<file path="src/rtl/node_detector.sv">
// rtl/node_detector.sv - debounces three line sensors and emits one pulse per junction
// with hold-off, saturating node count, completion and line-loss flags.
module node_detector #(
  parameter int DEBOUNCE     = 4,
  parameter int HOLDOFF      = 1000,
  parameter int LOST_TIMEOUT = 5000,
  parameter int MAX_NODES    = 14
) (
  input  logic       clk,
  input  logic       rst,
  input  logic       enable,
  input  logic       sensor_l,
  input  logic       sensor_c,
  input  logic       sensor_r,
  output logic       node_pulse,
  output logic [3:0] node_count,
  output logic       on_line,
  output logic       lost_line,
  output logic       done
);

  localparam int RUN_W  = $clog2(DEBOUNCE + 1);
  localparam int HOLD_W = $clog2(HOLDOFF + 1);
  localparam int LOST_W = $clog2(LOST_TIMEOUT + 1);

  localparam logic [RUN_W-1:0]  RUN_MAX  = RUN_W'(DEBOUNCE);
  localparam logic [HOLD_W-1:0] HOLD_LIM = HOLD_W'(HOLDOFF - 1);
  localparam logic [LOST_W-1:0] LOST_LIM = LOST_W'(LOST_TIMEOUT - 1);
  localparam logic [3:0]        MAX_CNT  = 4'(MAX_NODES);

  typedef enum logic [2:0] {
    S_IDLE, S_FOLLOW, S_NODE, S_HOLDOFF, S_LOST, S_DONE
  } state_t;

  state_t              state_q, state_d;
  logic [2:0]          raw_q, raw_d;
  logic [2:0]          stable_q, stable_d;
  logic [RUN_W-1:0]    run_q, run_d;
  logic [HOLD_W-1:0]   hold_q, hold_d;
  logic [LOST_W-1:0]   lost_cnt_q, lost_cnt_d;
  logic [3:0]          count_q, count_d;
  logic                pulse_q, pulse_d;
  logic                on_line_q, on_line_d;
  logic                lost_line_q, lost_line_d;
  logic                done_q, done_d;

  always_comb begin
    raw_d = {sensor_l, sensor_c, sensor_r};
    if (raw_d == raw_q) begin
      run_d = (run_q < RUN_MAX) ? run_q + RUN_W'(1) : run_q;
    end else begin
      run_d = RUN_W'(1);
    end
    // run_q already counts raw_q, so the stable update lands DEBOUNCE+1 cycles after the input moves
    stable_d  = (run_q >= RUN_MAX) ? raw_q : stable_q;
    on_line_d = |stable_q;

    state_d     = state_q;
    count_d     = count_q;
    hold_d      = hold_q;
    lost_cnt_d  = '0;
    pulse_d     = 1'b0;
    lost_line_d = lost_line_q;

    case (state_q)
      S_IDLE: begin
        if (stable_q != 3'b000) state_d = S_FOLLOW;
      end
      S_FOLLOW: begin
        if (stable_q == 3'b111) begin
          state_d = S_NODE;
          pulse_d = 1'b1;
          count_d = (count_q < MAX_CNT) ? count_q + 4'd1 : count_q;
        end else if (stable_q == 3'b000) begin
          if (lost_cnt_q >= LOST_LIM) begin
            state_d     = S_LOST;
            lost_line_d = 1'b1;
          end else begin
            lost_cnt_d = lost_cnt_q + LOST_W'(1);
          end
        end
      end
      S_NODE: begin
        hold_d  = '0;
        state_d = (count_q == MAX_CNT) ? S_DONE : S_HOLDOFF;
      end
      S_HOLDOFF: begin
        // a junction still under the sensors keeps us here, so one crossing gives one pulse
        if (hold_q >= HOLD_LIM && stable_q != 3'b111) begin
          state_d = S_FOLLOW;
        end else if (hold_q < HOLD_LIM) begin
          hold_d = hold_q + HOLD_W'(1);
        end
      end
      S_LOST:  lost_line_d = 1'b1;
      S_DONE:  state_d = S_DONE;
      default: state_d = S_IDLE;
    endcase

    if (!enable) begin
      state_d     = S_IDLE;
      count_d     = '0;
      hold_d      = '0;
      lost_cnt_d  = '0;
      pulse_d     = 1'b0;
      lost_line_d = 1'b0;
    end

    done_d = (count_d == MAX_CNT);
  end

  always_ff @(posedge clk) begin
    if (rst) begin
      state_q     <= S_IDLE;
      raw_q       <= '0;
      stable_q    <= '0;
      run_q       <= '0;
      hold_q      <= '0;
      lost_cnt_q  <= '0;
      count_q     <= '0;
      pulse_q     <= 1'b0;
      on_line_q   <= 1'b0;
      lost_line_q <= 1'b0;
      done_q      <= 1'b0;
    end else begin
      state_q     <= state_d;
      raw_q       <= raw_d;
      stable_q    <= stable_d;
      run_q       <= run_d;
      hold_q      <= hold_d;
      lost_cnt_q  <= lost_cnt_d;
      count_q     <= count_d;
      pulse_q     <= pulse_d;
      on_line_q   <= on_line_d;
      lost_line_q <= lost_line_d;
      done_q      <= done_d;
    end
  end

  assign node_pulse = pulse_q;
  assign node_count = count_q;
  assign on_line    = on_line_q;
  assign lost_line  = lost_line_q;
  assign done       = done_q;

endmodule

</file>
<file path="config.mk">
export PLATFORM = sky130hd
export DESIGN_NAME = node_detector
export DESIGN_NICKNAME = d
export VERILOG_FILES = /design/src/rtl/node_detector.sv
export SDC_FILE = /design/constraint.sdc
export NUM_CORES = 1
export LEC_CHECK = 0
export CAP_MARGIN = 20
export CORE_MARGIN = 2
export CORE_UTILIZATION = 55
export CTS_BUF_LIST = sky130_fd_sc_hd__clkbuf_8
export CTS_CLUSTER_SIZE = 16
export DETAILED_ROUTE_END_ITERATION = 10
export PLACE_DENSITY_LB_ADDON = 0.3
export SYNTH_ARGS = -nofsm -noshare
export SYNTH_HDL_FRONTEND = slang
export SYNTH_SLANG_ARGS = --single-unit
</file>
<file path="constraint.sdc">
create_clock -name clk -period 4.22 [get_ports clk]
set_input_delay 0.844 -clock clk [delete_from_list [all_inputs] [get_ports clk]]
set_output_delay 0.844 -clock clk [all_outputs]
set_load 0.01 [all_outputs]
</file>
==> results of run 1 <==
## through the flow
| step | instances | area [um^2] |
|---|---|---|
| after floorplan | 224 | 1980 |
| after global placement | 278 | 2140 |
| after detailed placement | 278 | 2140 |
| after CTS | 286 | 2240 |
| after global routing | 286 | 2240 |
| final | 286 | 2240 |
## cells in the final DEF, fill, tap and decap left out, types with 3 or more instances in the layout
| cell type | count |
|---|---|
| a21oi_1 | 7 |
| a31oi_1 | 3 |
| clkbuf_8 | 7 |
| clkdlybuf4s50_1 | 13 |
| dfxtp_1 | 43 |
| ha_1 | 6 |
| inv_1 | 11 |
| mux2i_1 | 5 |
| nand2_1 | 13 |
| nand2b_1 | 4 |
| nand3_1 | 12 |
| nand4_1 | 3 |
| nor2_1 | 34 |
| nor2b_1 | 4 |
| nor3_1 | 6 |
| nor4_1 | 3 |
| o21ai_0 | 9 |
| or3_1 | 4 |
| xnor2_1 | 14 |
| xor2_1 | 4 |
## routing by layer
layer  vias up  track usage (%)  part of all wire (%)
met3         4             3.87                   3.4
met1       739             26.1                    48
met4         0             11.4                  0.98
met5         -                0                     0
li1        820                -                     -
met2        21             31.8                    47
## worst max-delay path by stage
stage	startpoint	to	slack (ns)	depth (start not counted)
after floorplan	rst	lost_cnt_q[11]	2.18	5
after global placement	rst	lost_cnt_q[10]	1.46	5
after detailed placement	rst	lost_cnt_q[6]	1.40	5
after CTS	rst	lost_cnt_q[6]	1.70	5
after global routing	rst	lost_cnt_q[6]	1.59	5
final	rst	lost_cnt_q[6]	1.70	5
## power breakdown
part	internal, mW	leakage, nW	switching (mW)
clock	0.147	0.0557	0.133
combinational	0.00956	0.333	0.00939
sequential	0.408	0.347	0.00201
total	0.564	0.736	0.144
## worst max-delay path: stages
cell and delay [ns]:
clkdlybuf4s50_1 0.63, nand2b_1 0.34, or4_4 0.52, a31o_4 0.28
nor2_1 0.13
## cell families after synthesis
logic type               count (synthesis)  share of synthesized area (%)
multiplexers                             5                           2.53
XOR/XNOR                                18                           7.97
adder cells (fa/ha/maj)                  6                           3.79
flip-flops                              43                           43.5
AND/OR/NAND/NOR                        100                           25.9
AO/OA/AOI/OAI                           37                           13.0
buffers and inverters                   15                           3.23
## state kept, by name, summed over array words and instances (netlist names), 3 cells and up
register and count:
hold_q 10, lost_cnt_q 13, node_count 4, raw_q 3, run_q 3, stable_q 3
state_q 3
## synth_stat cells, types with 2 or more instances
cell / number
a21oi_1: 7
a311oi_1: 2
a31oi_1: 3
and2_1: 2
and3_1: 2
clkbuf_1: 4
dfxtp_1: 43
ha_1: 6
inv_1: 10
mux2i_1: 5
nand2_1: 13
nand2b_1: 4
nand3_1: 12
nand4_1: 3
nand4b_1: 2
nor2_1: 34
nor2_2: 2
nor2b_1: 4
nor3_1: 6
nor4_1: 3
o2111ai_1: 2
o21a_1: 2
o21ai_0: 9
or3_1: 4
xnor2_1: 14
xor2_1: 4
## final cells by class
type	count	area, um^2
Sequential cell	43	861
Multi-Input combinational cell	166	1050
Inverter	10	37.5
Clock inverter	1	3.75
Fill cell	288	1150
Timing Repair Buffer	13	130
Clock buffer	7	96.3
Tap cell	46	57.6
==> flow_summary.ini, run 1 <==
[floorplan]
initial_core_util_pct = 58.4
dieArea_um2 = 4090
dieWidth_um = 64.0
rows = 21
core_um2 = 3390
die_y_um = 64.0
io_pins = 14

[sta]
hold_slack_ns = 0.496
setup_viol = 0
timing.fmax_mhz = 396
relSlewSlack_pct = 56.2
min_period_over_period_pct = 59.8
setup_tns_ns = 0
fin_skew_ns = 0.00449
slew_viol_final = 0
tightest_slew_ns = 0.655
rsz0062_at_grt = no
period_needed_ns = 2.52
setup_ws_ns = 1.70
finalHoldViolations = 0

[pwr]
powerDensity_nw_per_um2 = 316
p_leak_nw = 0.736
finalPower_mw = 0.708
ir_drop_mv = 0.243

[yosys]
synth_top_cell_by_area = dfxtp_1
synth_seq_area_share_pct = 43.5
synth_edf_count = 0
synthDistinctLibCells = 48
avgSynthCellArea_um2 = 8.83
synthCells = 224
syn_nets = 236
async_reset_ff_share_pct = 0
synth_top_area_share_pct = 43.5
yosys_register_bits = 43
ys_top_cells_by_area = dfxtp_1, nor2_1, xnor2_1
synth_area_um2 = 1980
ys.warnings.count = 0
dominantRegCellSynth = dfxtp_1

[cts]
clock-root-buffer = clkbuf_8
cts_tree = yes
cts.sinks = 43
postCtsSetupBuffers = 0
htree_levels = 2
cts.clk_slew.worst_paths_ns = 0.07
cts_inserted_buffers = 5
clk_path_buf_depth = 2
cts_hold_buffers = 0
cts_resized = 0
clk_latency_ns = 0.29

[drt]
post-route-drc-count = 0
drt-wirelength-per-cell_um = 12.9
dr.pass1.iters = 4
vias_per_cell = 5.54
num_vias = 1584
totalWireLength_um = 3680
first_iter_violations = 100
ant_nets = 0

[job]
max-cap-violations = 0

[setup_path]
worstSetupPathType = in2reg
r2r_slack_ns = 2.22
cp-end-kind = flip-flop
crit_fanout = 13
rr_startpoint = state_q[0]
cp.required_ns = 4.45
reg2reg_depth = 4
arrival_ns = 2.75
critPathLaunchType = input pin
worst_r2r_endpoint = done

[global_route]
antenna_found_initial = 0
grt_use_total_pct = 20.3
grt-ovfl-total = 0
grt_pass1_vias = 1549
grt_pass1_wl_um = 6530
grt_max_degree = 14

[layout]
fin_util_pct = 66.1
drive_gt1_share_pct = 6.25
antenna_cells = 0
num-nets-final = 251
syn_to_final_growth_pct = 13.2

[min_path]
hold_class = reg2reg
holdPathEnd = lost_cnt_q[0]
min-delay-start = lost_cnt_q[0]
whs_path_depth = 1

[place]
io_buffers = 13
pre_cts_ws_ns = 1.40
gp_congestion = 0.761
dp.final_hpwl_um = 2670

[status]
status = finished, final reports clean
Power figures use the tool's default switching activity.
==> run 2, diff against run 1 <==
- CORE_UTILIZATION: 55 -> 54
- clock period: 4.22 -> 2.3 ns (I/O delays scaled with it)
==> run 2 against run 1 <==
Against the previous run:
- sequential power increased by 83%
- total power is 97% higher
- sequential cell count unchanged
- clock skew is 0.00088 ns lower
- combinational power is 110% higher
- core utilization grew 0.88 points
- via count up 1.3%
==> flow_summary.ini, run 2 (same netlist as run 1, synthesis figures left out) <==
[status]
status = finished, final reports clean

[sta]
min_period_over_period_pct = 79.3
fin_skew_ns = 0.00361
slew_viol_final = 0
setup_viol = 0
rsz0062_at_grt = no
setup_tns_ns = 0
tightest_slew_ns = 0.583
finalHoldViolations = 0
setup_ws_ns = 0.476
timing.fmax_mhz = 548
period_needed_ns = 1.82
relSlewSlack_pct = 60.9

[floorplan]
die_y_um = 64.5
dieArea_um2 = 4160
io_pins = 14
initial_core_util_pct = 57.9
rows = 21
dieWidth_um = 64.5
core_um2 = 3420

[place]
pre_cts_ws_ns = 0.262
gp_congestion = 0.822
dp.final_hpwl_um = 2600
io_buffers = 13
place_area_um2 = 2170

[cts]
clk_path_buf_depth = 2
cts_tree = yes
clock-root-buffer = clkbuf_8
clk_latency_ns = 0.30
cts.clk_slew.worst_paths_ns = 0.08
htree_levels = 2
cts_inserted_buffers = 5
cts_resized = 0
cts_hold_buffers = 0
cts.sinks = 43
postCtsSetupBuffers = 0

[pwr]
finalPower_mw = 1.40
p_leak_nw = 0.762
pwr-share-seq_pct = 53.9
combPwrFrac_pct = 2.9
powerDensity_nw_per_um2 = 610
clkPwrFrac_pct = 43.2
switching_share_pct = 19.7
power.internal_mw = 1.12
p_sw_mw = 0.275
ir_drop_mv = 0.522

[global_route]
grt-ovfl-total = 0
top_usage_layer = met2
grt_max_degree = 14
grt_use_total_pct = 19.8
antenna_found_initial = 0
gr-usage-met3_pct = 4.69
met1_usage_pct = 24.1
gr-usage-met2_pct = 32.2
grt_pass1_wl_um = 6400
grt_pass1_vias = 1483

[drt]
ant_nets = 0
drt-wirelength-per-cell_um = 12.7
totalWireLength_um = 3680
post-route-drc-count = 0
dr.pass1.iters = 4
vias_per_cell = 5.53
first_iter_violations = 121
num_vias = 1604

[setup_path]
worstSetupPathType = reg2out
cp.required_ns = 1.84
reg2reg_depth = 5
slowest_delay_ns = 0.61
arrival_ns = 1.36
critPathBufInv = 1
path_cells = clkdlybuf4s50_1
critPathLaunchType = flip-flop
slowest_stage = clkdlybuf4s50_1
cp-end-kind = output port
cp.depth = 1
crit_fanout = 7
cp_top_family = buffers and inverters

[layout]
num-nets-final = 255
largest_reg_flops = 13
finish.instance_area_um2 = 2290
final_cell_mix = dfxtp_1, nor2_1, xnor2_1, nand2_1, clkdlybuf4s50_1
final_common_cell = dfxtp_1
antenna_cells = 0
drive_gt1_share_pct = 8.20
syn_to_final_growth_pct = 15.6
top_register = lost_cnt_q

[min_path]
whs_path_depth = 1
hold_class = reg2reg

[job]
max-cap-violations = 0
-- run 2: path summary, 6_finish.rpt --
check                      from            end  slack (ns)
setup / recovery  node_count[2]  node_count[2]        0.48
hold / removal    lost_cnt_q[0]  lost_cnt_q[0]        0.50
setup reg to reg      hold_q[0]      hold_q[3]        0.50
hold reg to reg   lost_cnt_q[0]  lost_cnt_q[0]        0.50
-- run 2: area by class of cell --
cell class / count / area (um^2)
clock inverter: 2 / 35.0
multi-input combinational: 166 / 1050
timing repair buffer: 17 / 160
inverter: 10 / 37.5
sequential: 43 / 861
tap: 46 / 57.6
clock buffer: 6 / 82.6
fill: 277 / 1130
-- run 2: per-layer routing --
metal  vias up  wire length (um)
met4         0                54
met3         4               134
met2        18              1710
li1        830                 -
met5         -                 0
met1       752              1780
-- run 2: metrics by stage --
| stage | util (%) | std cells | hold WS [ns] |
|---|---|---|---|
| after floorplan | - | 224 | 0.451 |
| after global placement | 63.5 | 282 | 0.470 |
| after detailed placement | 63.5 | 282 | 0.474 |
| after CTS | 67.0 | 290 | 0.499 |
| after global routing | 67.0 | 290 | 0.541 |
| final | 67.0 | 290 | 0.495 |
-- run 2: worst reg2reg max path, delay by kind of cell, from the launching register on --
kind                     cells  cell delay [ns]
AO/OA/AOI/OAI                3             0.78
adder cells (fa/ha/maj)      1             0.23
flip-flops                   1             0.35
AND/OR/NAND/NOR              1             0.36
-- run 2: power groups by stage --
stage | Combinational, mW | Sequential, mW | Clock (mW)
3_5_place_dp | 0.0397 | 0.769 | 0
6_report | 0.0399 | 0.752 | 0.603
2_1_floorplan | 0.0212 | 0.769 | 0
5_1_grt | 0.0451 | 0.753 | 0.646
4_1_cts | 0.0405 | 0.752 | 0.619
3_3_place_gp | 0.0387 | 0.769 | 0
==> run 3, diff against run 2 <==
- CORE_UTILIZATION: 54 -> 55
- clock period: 2.3 -> 1.9 ns (I/O delays scaled with it)
==> run 3 against run 2 <==
Against the previous run:
- setup slack lost 0.34 ns
- combinational power grew 26%
- cell area is the same
- core utilization grew 0.52 points
- critical path type is now reg2reg
- highest routed layer unchanged
==> flow_summary.ini, run 3 (same netlist as run 1, synthesis figures left out) <==
[sta]
relSlewSlack_pct = 63.2
finalHoldViolations = 0
fin_skew_ns = 0.00608
min_period_over_period_pct = 92.6
timing.fmax_mhz = 568
slew_viol_final = 0
rsz0062_at_grt = no
tightest_slew_ns = 0.548
setup_viol = 0
period_needed_ns = 1.76

[place]
io_buffers = 13
place_area_um2 = 2180
dp.final_hpwl_um = 2490
gp_congestion = 0.768

[cts]
cts_hold_buffers = 0
postCtsSetupBuffers = 0
cts.sinks = 43
clock-root-buffer = clkbuf_8
cts.clk_slew.worst_paths_ns = 0.08
clk_latency_ns = 0.29
clk_path_buf_depth = 2
cts_inserted_buffers = 5
htree_levels = 2
cts_resized = 0
cts_tree = yes

[layout]
fin_util_pct = 67.5
largest_reg_flops = 13
drive_gt1_share_pct = 8.16
finish.instance_area_um2 = 2290
final_cell_mix = dfxtp_1, nor2_1, xnor2_1, nand2_1, clkdlybuf4s50_1
fillers = 286
final_common_cell = dfxtp_1
top_register = lost_cnt_q
syn_to_final_growth_pct = 15.6
num-nets-final = 257
antenna_cells = 0

[floorplan]
die_y_um = 64.0
initial_core_util_pct = 58.4
io_pins = 14
dieArea_um2 = 4090
rows = 21
dieWidth_um = 64.0
core_um2 = 3390

[global_route]
grt_pass1_wl_um = 6110
grt-ovfl-total = 0
grt_max_degree = 14
grt_use_total_pct = 18.7
antenna_found_initial = 0
grt_pass1_vias = 1450

[setup_path]
cp_top_family = compound AO/OA/AOI/OAI gates
slowest_delay_ns = 0.36
worst_r2r_endpoint = hold_q[3]
reg2reg_depth = 5
critPathBufInv = 0
r2r_slack_ns = 0.14
crit_fanout = 7
cp.depth = 5
endpoint = hold_q[3]
slowest_stage = or3_1
rr_startpoint = hold_q[0]
arrival_ns = 1.98
crit_path_start = hold_q[0]
critPathLaunchType = flip-flop
worstSetupPathType = reg2reg
cp-end-kind = flip-flop
path_cells = ha_1, a211o_1, a41o_1, or3_1, a21oi_1
cp.required_ns = 2.12

[drt]
dr.pass1.iters = 4
ant_nets = 0
drt-wirelength-per-cell_um = 12.0
first_iter_violations = 76
post-route-drc-count = 0
totalWireLength_um = 3490
vias_per_cell = 5.34
num_vias = 1554

[pwr]
ir_drop_mv = 0.684
combPwrFrac_pct = 3.1
power.internal_mw = 1.31
p_sw_mw = 0.312
p_leak_nw = 0.766
powerDensity_nw_per_um2 = 711
pwr-share-seq_pct = 56.0
clkPwrFrac_pct = 40.9
switching_share_pct = 19.2

[status]
status = finished, final reports clean

[min_path]
hold_class = reg2reg

[job]
max-cap-violations = 0
==> run 3: cell count changes in the layout (fill, tap and decap cells not counted) <==
cell and change:
buf_4 +2, clkbuf_8 -1, inv_1 +1, clkinv_2 -1
==> run 3: worst reg2reg max path, delay by kind of cell (launching register included) <==
kind / cells / cell delay, ns
fa+ha+maj: 1 / 0.23
compound gates: 3 / 0.75
simple gates: 1 / 0.36
flops: 1 / 0.34
==> run 3: routing by layer <==
| metal | vias up | global-route usage, % | wire [um] | part of all wire, % |
|---|---|---|---|---|
| met4 | 0 | 7.34 | 46 | 1.3 |
| met3 | 4 | 4.23 | 97 | 2.8 |
| met5 | - | 0 | 0 | 0 |
| met2 | 14 | 29.8 | 1600 | 46 |
| li1 | 827 | - | - | - |
| met1 | 709 | 24.6 | 1750 | 50 |
==> run 3: power groups by stage <==
stage	Combinational, mW	Sequential (mW)	Clock (mW)
after floorplan	0.0256	0.931	0
after global placement	0.0499	0.931	0
after detailed placement	0.0504	0.932	0
after CTS	0.0508	0.910	0.687
after global routing	0.0552	0.912	0.717
final	0.0503	0.910	0.665
==> run 3: worst min-delay path by stage <==
stage / start / endpoint / cells after the start
CTS: lost_cnt_q[0] / lost_cnt_q[0] / 1
finish: lost_cnt_q[0] / lost_cnt_q[0] / 1
global placement: lost_cnt_q[0] / lost_cnt_q[0] / 1
detailed placement: lost_cnt_q[0] / lost_cnt_q[0] / 1
global route: lost_cnt_q[0] / lost_cnt_q[0] / 1
floorplan: lost_cnt_q[0] / lost_cnt_q[0] / 1
==> run 3: per-stage QoR <==
| step | power, mW | setup TNS [ns] | instances | setup slack [ns] | hold slack, ns |
|---|---|---|---|---|---|
| 2_1_floorplan | 0.956 | 0 | 224 | 0.196 | 0.451 |
| 3_3_place_gp | 0.981 | -0.0680 | 284 | -0.00706 | 0.468 |
| 3_5_place_dp | 0.982 | -0.292 | 284 | -0.0339 | 0.477 |
| 4_1_cts | 1.65 | 0 | 291 | 0.125 | 0.497 |
| 5_1_grt | 1.68 | 0 | 291 | 0.0203 | 0.535 |
| 6_report | 1.63 | 0 | 291 | 0.141 | 0.500 |
==> run 3: final cells by class <==
type,instances,area [um^2],share of cell area [%]
Sequential cell,43,861,37.6
Timing Repair Buffer,19,175,7.66
Clock buffer,5,68.8,3.01
Inverter,10,37.5,1.64
Multi-Input combinational cell,166,1050,46.1
Tap cell,46,57.6,2.52
Clock inverter,2,33.8,1.48
